==> src/rtl/decryption_module.sv <==
// Iterative decryptor for a rotate/XOR round cipher: one inverse round per clock, fixed latency.
// Optional DEC_PARITY_EN adds a cipher_par input checked at accept; a mismatch yields out_err=1, data_out=0.
module decryption_module #(
    parameter int N      = 8,
    parameter int ROUNDS = 4
) (
    input  logic         clk,
    input  logic         rst,
    input  logic         in_valid,
    output logic         in_ready,
    input  logic [N-1:0] cipher_in,
    input  logic [N-1:0] key,
`ifdef DEC_PARITY_EN
    input  logic         cipher_par,
`endif
    output logic         out_valid,
    input  logic         out_ready,
    output logic [N-1:0] data_out,
    output logic         out_err,
    output logic         busy
);

    localparam int CW = $clog2(ROUNDS + 1);

    typedef enum logic [1:0] {IDLE, RUN, DONE} state_t;

    state_t        state_q, state_d;
    logic [N-1:0]  x_q, x_d;
    logic [N-1:0]  key_q, key_d;
    logic [CW-1:0] cnt_q, cnt_d;
`ifdef DEC_PARITY_EN
    logic          err_q, err_d;
`endif

    function automatic logic [N-1:0] rotl_n(input logic [N-1:0] v, input int s);
        logic [N-1:0] r;
        int           m;
        r = v;
        m = s % N;
        for (int i = 0; i < N; i++) begin
            if (i < m) r = {r[N-2:0], r[N-1]};
        end
        return r;
    endfunction

    function automatic logic [N-1:0] rotr1(input logic [N-1:0] v);
        return {v[0], v[N-1:1]};
    endfunction

    always_comb begin
        state_d = state_q;
        x_d     = x_q;
        key_d   = key_q;
        cnt_d   = cnt_q;
`ifdef DEC_PARITY_EN
        err_d   = err_q;
`endif
        case (state_q)
            IDLE: begin
                if (in_valid) begin
                    state_d = RUN;
                    x_d     = cipher_in;
                    key_d   = key;
                    cnt_d   = '0;
`ifdef DEC_PARITY_EN
                    err_d   = (cipher_par != ^cipher_in);
`endif
                end
            end
            RUN: begin
                // Counter walks 0..ROUNDS; rounds are applied in reverse order, r = ROUNDS-1-cnt.
                if (cnt_q == CW'(ROUNDS)) begin
                    state_d = DONE;
                end else begin
                    x_d   = rotr1(x_q) ^ rotl_n(key_q, ROUNDS - 1 - int'(cnt_q));
                    cnt_d = cnt_q + CW'(1);
                end
            end
            DONE: begin
                if (out_ready) state_d = IDLE;
            end
            default: state_d = IDLE;
        endcase
    end

    always_ff @(posedge clk or posedge rst) begin
        if (rst) begin
            state_q <= IDLE;
            x_q     <= '0;
            key_q   <= '0;
            cnt_q   <= '0;
`ifdef DEC_PARITY_EN
            err_q   <= 1'b0;
`endif
        end else begin
            state_q <= state_d;
            x_q     <= x_d;
            key_q   <= key_d;
            cnt_q   <= cnt_d;
`ifdef DEC_PARITY_EN
            err_q   <= err_d;
`endif
        end
    end

    assign in_ready  = (state_q == IDLE);
    assign out_valid = (state_q == DONE);
    assign busy      = (state_q != IDLE);

    // Outputs are masked outside DONE so intermediate round values never escape.
`ifdef DEC_PARITY_EN
    assign out_err  = out_valid & err_q;
    assign data_out = (out_valid && !err_q) ? x_q : '0;
`else
    assign out_err  = 1'b0;
    assign data_out = out_valid ? x_q : '0;
`endif

endmodule

==> config.mk <==
export PLATFORM = sky130hd
export DESIGN_NAME = decryption_module
export DESIGN_NICKNAME = d
export VERILOG_FILES = /design/src/rtl/decryption_module.sv
export SDC_FILE = /design/constraint.sdc
export NUM_CORES = 1
export LEC_CHECK = 0
export CAP_MARGIN = 20
export CORE_MARGIN = 3
export CORE_UTILIZATION = 24
export DETAILED_ROUTE_END_ITERATION = 12
export MAX_ROUTING_LAYER = met4
export PLACE_DENSITY_LB_ADDON = 0.3
export SLEW_MARGIN = 25
export SYNTH_ARGS = -nofsm -noshare
export SYNTH_HDL_FRONTEND = slang
export SYNTH_SLANG_ARGS = --single-unit
==> constraint.sdc <==
create_clock -name clk -period 4.6 [get_ports clk]
set_input_delay 0.92 -clock clk [delete_from_list [all_inputs] [get_ports clk]]
set_output_delay 0.92 -clock clk [all_outputs]
set_load 0.05 [all_outputs]
==> key figures, run 1 <==
STA
  • Setup Viol. Count Final: 0
  • RSZ-0062 raised after global routing: no
  • Minimum clock period: 3.05 ns
  • F_max: 328 MHz
  • Fin crit share: 66.2%
  • Min Hold Slack: 0.502 ns
  • Max_slew headroom: 33.0%
  • Setup TNS: 0 ns
  • Slew Limit Fails: 0
  • Final hold violations: 0
  • Worst Skew: 0.00313 ns
  • Slew @ Worst Pin: 1.00 ns

Critical path
  • WP buf/inv: 2
  • Worst reg2reg setup slack: 2.13 ns
  • Slowest stage delay, CP: 0.81 ns
  • CP Class: reg -> out
  • Endpoint type of the worst setup path: primary output
  • Slowest CP cell: clkdlybuf4s50_1
  • Reg2reg end: x_q[4]
  • FF-to-FF Start: cnt_q[1]
  • Worst-path maximum fanout: 6
  • Worst EP arrival: 2.13 ns
  • Cell count of the worst reg-to-reg path: 8
  • Setup crit start kind: flop
  • Delay-heaviest family, CP: buffers and inverters
  • CP cell instances: and2b_1, inv_1, nor2_1, clkdlybuf4s50_1
  • Worst path required time: 3.68 ns

Power and ir drop
  • Pwr Density: 785 mW/mm²
  • Worst vdd ir: 0.443 mV
  • LEAKAGE: 0.736 nW

Floorplanning
  • Core area: 0.00564 mm²
  • Std cell rows: 27
  • Initial Util: 25.5%
  • Die X: 83.4 µm
  • Num ports: 32
  • Die height: 83.4 µm
  • Die ar.: 0.00695 mm²

Detailed routing
  • Routed WL: 3.66 mm
  • Vias/cell: 4.88
  • ANT nets after route: 0
  • DRT iter0 DRCs: 79
  • Post-DR wirelength/cell: 14.1 µm
  • DRC viols: 0
  • Total vias in the final route: 1263
  • Router iterations before antenna repair: 4

Clock tree
  • Worst-path clk slew: 0.08 ns
  • CTS H-tree depth: 1
  • # clock sinks: 21
  • CTS tree: built
  • CTS root buf: clkbuf_8
  • Post-CTS Setup Inserts: 0
  • Number of cells upsized or downsized after cts: 0
  • Clock Latency Late Sink: 0.26 ns
  • # hold bufs at CTS: 0
  • TritonCTS Buffers: 3
  • Max Root-Sink Buffers: 2

Run
  • MaxCap Viol Count: 0

Layout
  • Area delta synth->final: 26.6%
  • Layout cells sized above 1: 10.2%
  • Fin nets: 211
  • Final Util: 32.2%
  • N_diodes: 0

Placed design
  • GP Congestion: 0.825
  • Port bufs: 30
  • DP HPWL: 2.72 mm

Global route
  • Vias in the first global route: 1351
  • Initial antenna violation count: 0
  • GRT Util Overall: 11.5%
  • First-pass GRT wire length: 6.44 mm
  • Largest net degree at the start of global routing: 22
  • Gr ovfl total: 0

Min path
  • Hold Path Cell Cnt: 2
  • Worst Hold End: x_q[5]
  • Min-delay src: x_q[5]
  • Worst hold path type: reg -> reg

Synth
  • Synth unique cells: 38
  • Syn Area/Cell: 8.92 µm²
  • Largest family of logic cells by synthesized area: simple AND/OR/NAND/NOR gates
  • YS warnings: 0
  • Compound-gate portion of the synthesized area: 19.3%
  • Top-count cell post-synth: dfrtp_1
  • Synth Area in Adders: 2.61%
  • EDFF count, synth: 0
  • Top FF cell, synth: dfrtp_1
  • Cells after Synth: 161
  • Asr flop ratio synth: 100%
  • Post-synthesis simple-gate area fraction: 21.7%
  • Xor/xnor cell area share of the yosys netlist: 0%
  • Flops & latches, synth: 21
  • Post-synthesis cell area: 0.00144 mm²
  • Cell taking the most area after synthesis: dfrtp_1
  • Synth Net Count: 184
  • Sequential fraction of the synthesis area: 36.6%
  • Yosys top cell area share: 36.6%
  • Synth top area cells: dfrtp_1, mux2_2, mux2i_1
  • Mux contribution to synthesized area: 12.6%
  • Top post-synthesis cells by count: dfrtp_1, nand2_1, nor2_1, o21ai_0, inv_1

Status
  • Status: finished clean
==> worst max-delay path by stage <==
stage | from | to | slack, ns | cells after the start
after floorplan | state_q[0] | data_out[0] | 1.90 | 3
after global placement | state_q[0] | data_out[3] | 1.91 | 4
after detailed placement | state_q[0] | data_out[3] | 1.87 | 4
after CTS | state_q[0] | data_out[3] | 1.55 | 4
after global routing | state_q[0] | data_out[3] | 1.45 | 4
final | state_q[0] | data_out[3] | 1.55 | 4
==> placed cells by master, fill, tap and decap left out, types with 4 or more instances in the layout <==
cell type / count
nand3_1: 7
clkdlybuf4s50_1: 30
nand2_1: 16
a21oi_1: 4
o31ai_1: 6
a22oi_1: 7
dfrtp_1: 21
inv_1: 11
and2_1: 5
o21ai_0: 12
nand4_1: 5
a31o_1: 4
mux2_2: 9
nor2_1: 12
mux2i_1: 8
==> kinds of logic (layout without fill, tap and decap cells) <==
group	after synthesis	after routing
compound gates	41	41
fa+ha+maj	3	3
buf+inv	20	46
flops	21	21
mux	17	17
other cells	1	1
simple gates	58	58
==> worst reg2reg max path, cell delays in order, from the launching register on <==
cell	delay (ns)
dfrtp_1	0.47
ha_1	0.22
inv_1	0.05
ha_1	0.41
mux2i_1	0.40
o21ai_0	0.20
and4_1	0.23
nor3_1	0.20
o31ai_1	0.13
==> report_power, final <==
group          internal, mW  total, mW  switching [mW]
registers             0.285      0.379          0.0938
clock network        0.0618      0.126          0.0641
logic                 0.381      0.923           0.542
==> metrics by stage <==
| step | instance area (µm²) | std cells | worst slack (ns) | power (mW) |
|---|---|---|---|---|
| finish | 1820 | 259 | 1.55 | 1.43 |
| global route | 1820 | 259 | 1.45 | 1.57 |
| CTS | 1820 | 259 | 1.55 | 1.44 |
| detailed placement | 1770 | 255 | 1.87 | 1.30 |
| global placement | 1770 | 255 | 1.91 | 1.30 |
| floorplan | 1440 | 161 | 1.90 | 1.11 |
==> layer usage <==
| layer | track usage (%) | up-vias | wire, µm |
|---|---|---|---|
| li1 | - | 628 | - |
| met3 | 2.48 | 2 | 108 |
| met5 | - | - | 0 |
| met2 | 18.8 | 24 | 1740 |
| met4 | 2.67 | 0 | 19 |
| met1 | 14.5 | 609 | 1790 |
==> cell type report <==
type	instances	area [µm²]
Tap cell	72	90.1
Timing Repair Buffer	30	300
Inverter	12	46.3
Sequential cell	21	526
Clock buffer	4	45.0
Fill cell	589	3820
Multi-Input combinational cell	120	811
==> sequential cells by signal (all words and copies together), names as in the netlist <==
name     flops
state_q      2
cnt_q        3
key_q        8
x_q          8
Note: power is estimated with default switching activity, not from simulation.
==> run 2, diff against run 1 <==
==> constraint.sdc (replaced) <==
create_clock -name clk -period 3.05 [get_ports clk]
set_input_delay 0.61 -clock clk [delete_from_list [all_inputs] [get_ports clk]]
set_output_delay 0.61 -clock clk [all_outputs]
set_load 0.05 [all_outputs]
==> run 2 against run 1 <==
Compared with the run above: global-route usage down 0.43 points; hold slack worse by 0.0012 ns; flip-flop and latch count unchanged; non-clock buffer count unchanged; highest routed layer unchanged.
==> key figures, run 2 (synthesis gave the netlist of run 1 again) <==
Clock tree
  • TritonCTS Buffers: 3
  • CTS H-tree depth: 1
  • Number of cells upsized or downsized after cts: 0
  • # hold bufs at CTS: 0
  • # clock sinks: 21
  • CTS root buf: clkbuf_8
  • Post-CTS Setup Inserts: 0
  • Clock Latency Late Sink: 0.26 ns
  • Max Root-Sink Buffers: 2
  • CTS tree: built
  • Worst-path clk slew: 0.08 ns

Layout
  • FF/Latch Area: 526 µm²
  • N_diodes: 0
  • Layout cells sized above 1: 10.7%
  • Area delta synth->final: 26.7%
  • Fin nets: 211
  • Biggest regs: key_q: 8 flops, x_q: 8 flops, cnt_q: 3 flops
  • Area occupied by multi-input gates: 811 µm²
  • Filler cells: 589
  • Commonest non-fill, non-tap cell in the layout: clkdlybuf4s50_1
  • Most frequent cells in the layout: clkdlybuf4s50_1, dfrtp_1, nand2_1
  • Non-Filler Instances: 259

Power and ir drop
  • Clk pwr share: 8.8%
  • Combinational power share: 64.7%
  • Sequential cell fraction of total power: 26.5%
  • LEAKAGE: 0.738 nW
  • Worst vdd ir: 0.898 mV
  • P_int: 1.10 mW
  • Pwr Density: 1180 mW/mm²
  • Sw frac: 49.0%
  • P_sw: 1.05 mW
  • Design Power: 2.15 mW

STA
  • F_max: 370 MHz
  • Max_slew headroom: 40.9%
  • Fin crit share: 88.6%
  • Setup Viol. Count Final: 0
  • Slew @ Worst Pin: 0.884 ns
  • Worst Skew: 0.00331 ns
  • Slew Limit Fails: 0
  • Minimum clock period: 2.70 ns
  • Final hold violations: 0
  • RSZ-0062 raised after global routing: no
  • Setup TNS: 0 ns

Min path
  • Min-delay src: x_q[0]
  • Worst hold path type: reg -> reg

Global route
  • Initial antenna violation count: 0
  • First-pass GRT wire length: 6.21 mm
  • Met1 Resource Use GR: 13.9%
  • M3 GR Usage: 3.08%
  • Gr busiest metal: met2
  • GRT Util Overall: 11.0%
  • Vias in the first global route: 1313
  • Largest net degree at the start of global routing: 22
  • Gr ovfl total: 0
  • Met2 Usage GRT: 18.0%

Detailed routing
  • Routed WL: 3.59 mm
  • DRT iter0 DRCs: 126
  • Total vias in the final route: 1276
  • Router iterations before antenna repair: 4
  • Vias/cell: 4.93
  • DRC viols: 0
  • ANT nets after route: 0
  • Post-DR wirelength/cell: 13.8 µm

Floorplanning
  • Initial Util: 25.5%
  • Num ports: 32
  • Die ar.: 0.00695 mm²
  • Die X: 83.4 µm
  • Core area: 0.00564 mm²
  • Std cell rows: 27
  • Die height: 83.4 µm

Critical path
  • Worst EP arrival: 2.09 ns
  • Setup crit start kind: flop
  • Worst path required time: 2.44 ns
  • Endpoint type of the worst setup path: primary output
  • FF-to-FF Start: cnt_q[1]
  • CP Class: reg -> out
  • Worst setup path start: state_q[0]
  • Worst reg2reg setup slack: 0.54 ns
  • Worst-path maximum fanout: 6

Placed design
  • GP Congestion: 0.788
  • Port bufs: 30
  • Placed cell count: 255
  • DP HPWL: 2.70 mm

Status
  • Status: finished clean

Run
  • MaxCap Viol Count: 0
-- run 2: cell count changes in the layout (fill, tap and decap cells not counted), sizes merged --
cell	delta
clkbuf	-1
clkinv	+1
-- run 2: metal layers --
metal	share of wire [%]	routed length, µm	vias up
met5	0	0	-
met4	0.89	32	0
met3	4.9	175	4
met2	46	1660	37
met1	48	1720	605
li1	-	-	630
-- run 2: worst paths after layout --
kind,endpoint,cells past startpoint
min in group asynchronous,cnt_q[0],2
worst max-delay path,data_out[5],4
worst max register to register,x_q[7],8
max in group asynchronous,x_q[6],2
worst min register to register,x_q[0],2
worst min-delay path,x_q[0],2
-- run 2: power groups by stage --
stage	sequential (mW)	clock, mW	combinational (mW)
2_1_floorplan	0.525	0	1.15
3_5_place_dp	0.578	0	1.38
5_1_grt	0.597	0.209	1.56
3_3_place_gp	0.573	0	1.37
6_report	0.570	0.189	1.39
4_1_cts	0.571	0.194	1.39
-- run 2: metrics by stage --
stage	util [%]	area (µm²)	setup WS [ns]	hold WS [ns]
after global placement	31.4	1770	0.637	0.467
after CTS	32.2	1820	0.335	0.511
after detailed placement	31.4	1770	0.632	0.492
after floorplan	-	1440	0.655	0.449
final	32.2	1820	0.348	0.501
after global routing	32.2	1820	0.207	0.548
-- run 2: layout make-up --
| class | count | share of cell area (%) |
|---|---|---|
| Clock buffer | 3 | 2.27 |
| Timing Repair Buffer | 30 | 16.5 |
| Clock inverter | 1 | 0.275 |
| Inverter | 12 | 2.54 |
| Sequential cell | 21 | 28.9 |
| Multi-Input combinational cell | 120 | 44.6 |
| Tap cell | 72 | 4.95 |
-- run 2: worst max-delay path, stage by stage, from the launching register on --
cell             delay (ns)
dfrtp_1                0.42
and2b_1                0.32
inv_1                  0.14
nor2_1                 0.13
clkdlybuf4s50_1        0.81
==> run 3, diff against run 2 <==
--- a/config.mk
+++ b/config.mk
@@ -6,7 +6,6 @@
 export NUM_CORES = 1
 export LEC_CHECK = 0
 export CAP_MARGIN = 20
-export CORE_MARGIN = 3
 export CORE_UTILIZATION = 24
 export DETAILED_ROUTE_END_ITERATION = 12
 export MAX_ROUTING_LAYER = met4
==> run 3 against run 2 <==
Compared with the run above: sequential power barely moved; first-iteration DRC count fell by 46%; critical path type unchanged; routed wire length fell by 1.1%; clock power barely moved.
==> key figures, run 3 (synthesis gave the netlist of run 1 again) <==
Layout
  • Biggest regs: key_q: 8 flops, x_q: 8 flops, cnt_q: 3 flops
  • Filler cells: 618
  • Most frequent cells in the layout: clkdlybuf4s50_1, dfrtp_1, nand2_1
  • Post-route cell area: 0.00182 mm²
  • Area delta synth->final: 26.6%
  • N_diodes: 0
  • Commonest non-fill, non-tap cell in the layout: clkdlybuf4s50_1
  • Layout cells sized above 1: 10.2%
  • Fin nets: 211

Detailed routing
  • DRT iter0 DRCs: 68
  • Post-DR wirelength/cell: 13.7 µm
  • Router iterations before antenna repair: 4
  • Routed WL: 3.55 mm
  • DRC viols: 0
  • ANT nets after route: 0
  • Total vias in the final route: 1266
  • Vias/cell: 4.89

Global route
  • Largest net degree at the start of global routing: 22
  • First-pass GRT wire length: 6.09 mm
  • Vias in the first global route: 1277
  • Initial antenna violation count: 0
  • GRT Util Overall: 12.7%
  • Gr ovfl total: 0

Floorplanning
  • Die height: 79.4 µm
  • Initial Util: 25.5%
  • Core area: 0.00564 mm²
  • Num ports: 32
  • Std cell rows: 27
  • Die X: 79.4 µm
  • Die ar.: 0.00630 mm²

Critical path
  • Endpoint type of the worst setup path: primary output
  • Setup crit start kind: flop
  • Worst path required time: 2.44 ns
  • Worst-path maximum fanout: 6
  • Reg2reg end: x_q[7]
  • WP buf/inv: 2
  • Worst EP arrival: 2.08 ns
  • Delay-heaviest family, CP: buffers and inverters
  • CP cell instances: and2b_1, inv_1, nor2_1, clkdlybuf4s50_1
  • Cell count of the worst reg-to-reg path: 8
  • Slowest CP cell: clkdlybuf4s50_1
  • CP Class: reg -> out
  • FF-to-FF Start: cnt_q[1]
  • Slowest stage delay, CP: 0.80 ns
  • Worst reg2reg setup slack: 0.64 ns

Placed design
  • DP Area: 0.00177 mm²
  • Port bufs: 30
  • DP HPWL: 2.68 mm
  • GP Congestion: 0.836

STA
  • Minimum clock period: 2.69 ns
  • Min Hold Slack: 0.490 ns
  • Fin crit share: 88.3%
  • Final hold violations: 0
  • Slew Limit Fails: 0
  • RSZ-0062 raised after global routing: no
  • Max_slew headroom: 39.9%
  • F_max: 371 MHz
  • Worst Skew: 0.000923 ns
  • Slew @ Worst Pin: 0.899 ns
  • Setup Viol. Count Final: 0
  • Setup TNS: 0 ns

Clock tree
  • Worst-path clk slew: 0.08 ns
  • TritonCTS Buffers: 3
  • Post-CTS Setup Inserts: 0
  • Clock Latency Late Sink: 0.26 ns
  • # clock sinks: 21
  • CTS tree: built
  • CTS root buf: clkbuf_8
  • Max Root-Sink Buffers: 2
  • CTS H-tree depth: 1
  • Number of cells upsized or downsized after cts: 0
  • # hold bufs at CTS: 0

Power and ir drop
  • Pwr Density: 1180 mW/mm²
  • LEAKAGE: 0.736 nW
  • Worst vdd ir: 0.815 mV

Min path
  • Min-delay src: x_q[0]
  • Hold Path Cell Cnt: 2
  • Worst Hold End: x_q[0]
  • Worst hold path type: reg -> reg

Status
  • Status: finished clean

Run
  • MaxCap Viol Count: 0
-- run 3: cell count changes in the layout (fill, tap and decap cells not counted), sizes merged --
cell / change
clkinv: -1
clkbuf: +1
-- run 3: power breakdown --
part	total, mW	switching, mW	internal, mW	leakage, nW
Clock	0.189	0.0955	0.0933	0.0228
Combinational	1.39	0.815	0.576	0.462
Sequential	0.570	0.139	0.430	0.251
-- run 3: metrics by stage --
| stage | setup WS (ns) | cells | power [mW] | utilization (%) |
|---|---|---|---|---|
| 6_report | 0.357 | 259 | 2.15 | 32.2 |
| 3_3_place_gp | 0.612 | 255 | 1.95 | 31.4 |
| 2_1_floorplan | 0.655 | 161 | 1.67 | - |
| 3_5_place_dp | 0.610 | 255 | 1.97 | 31.4 |
| 4_1_cts | 0.315 | 259 | 2.17 | 32.2 |
| 5_1_grt | 0.204 | 259 | 2.36 | 32.2 |
-- run 3: per-layer routing --
metal / global-route usage, % / vias up / wire length, µm
met2: 20.2 / 27 / 1640
li1: - / 630 / -
met5: - / - / 0
met4: 2.73 / 0 / 24
met1: 16.5 / 607 / 1730
met3: 2.64 / 2 / 149
-- run 3: final cells by class --
| cell class | count | area [µm²] | area share, % |
|---|---|---|---|
| multi-input cells | 120 | 811 | 44.6 |
| clock buffers | 4 | 45.0 | 2.48 |
| repair buffers | 30 | 300 | 16.5 |
| well taps | 72 | 90.1 | 4.96 |
| inverters | 12 | 46.3 | 2.55 |
| flip-flops and latches | 21 | 526 | 28.9 |
-- run 3: tightest hold or removal path, cell delays in order, from the launching register on --
cell and delay (ns):
dfrtp_1 0.36, nand2_1 0.05, o31ai_1 0.05
-- run 3: worst max path at each step --
stage / startpoint / slack [ns] / endpoint / cells after the start
global placement: state_q[0] / 0.61 / data_out[4] / 4
CTS: state_q[0] / 0.31 / data_out[4] / 4
detailed placement: state_q[0] / 0.61 / data_out[4] / 4
finish: state_q[0] / 0.36 / data_out[3] / 4
global route: state_q[0] / 0.20 / data_out[3] / 4
floorplan: state_q[0] / 0.66 / data_out[0] / 3
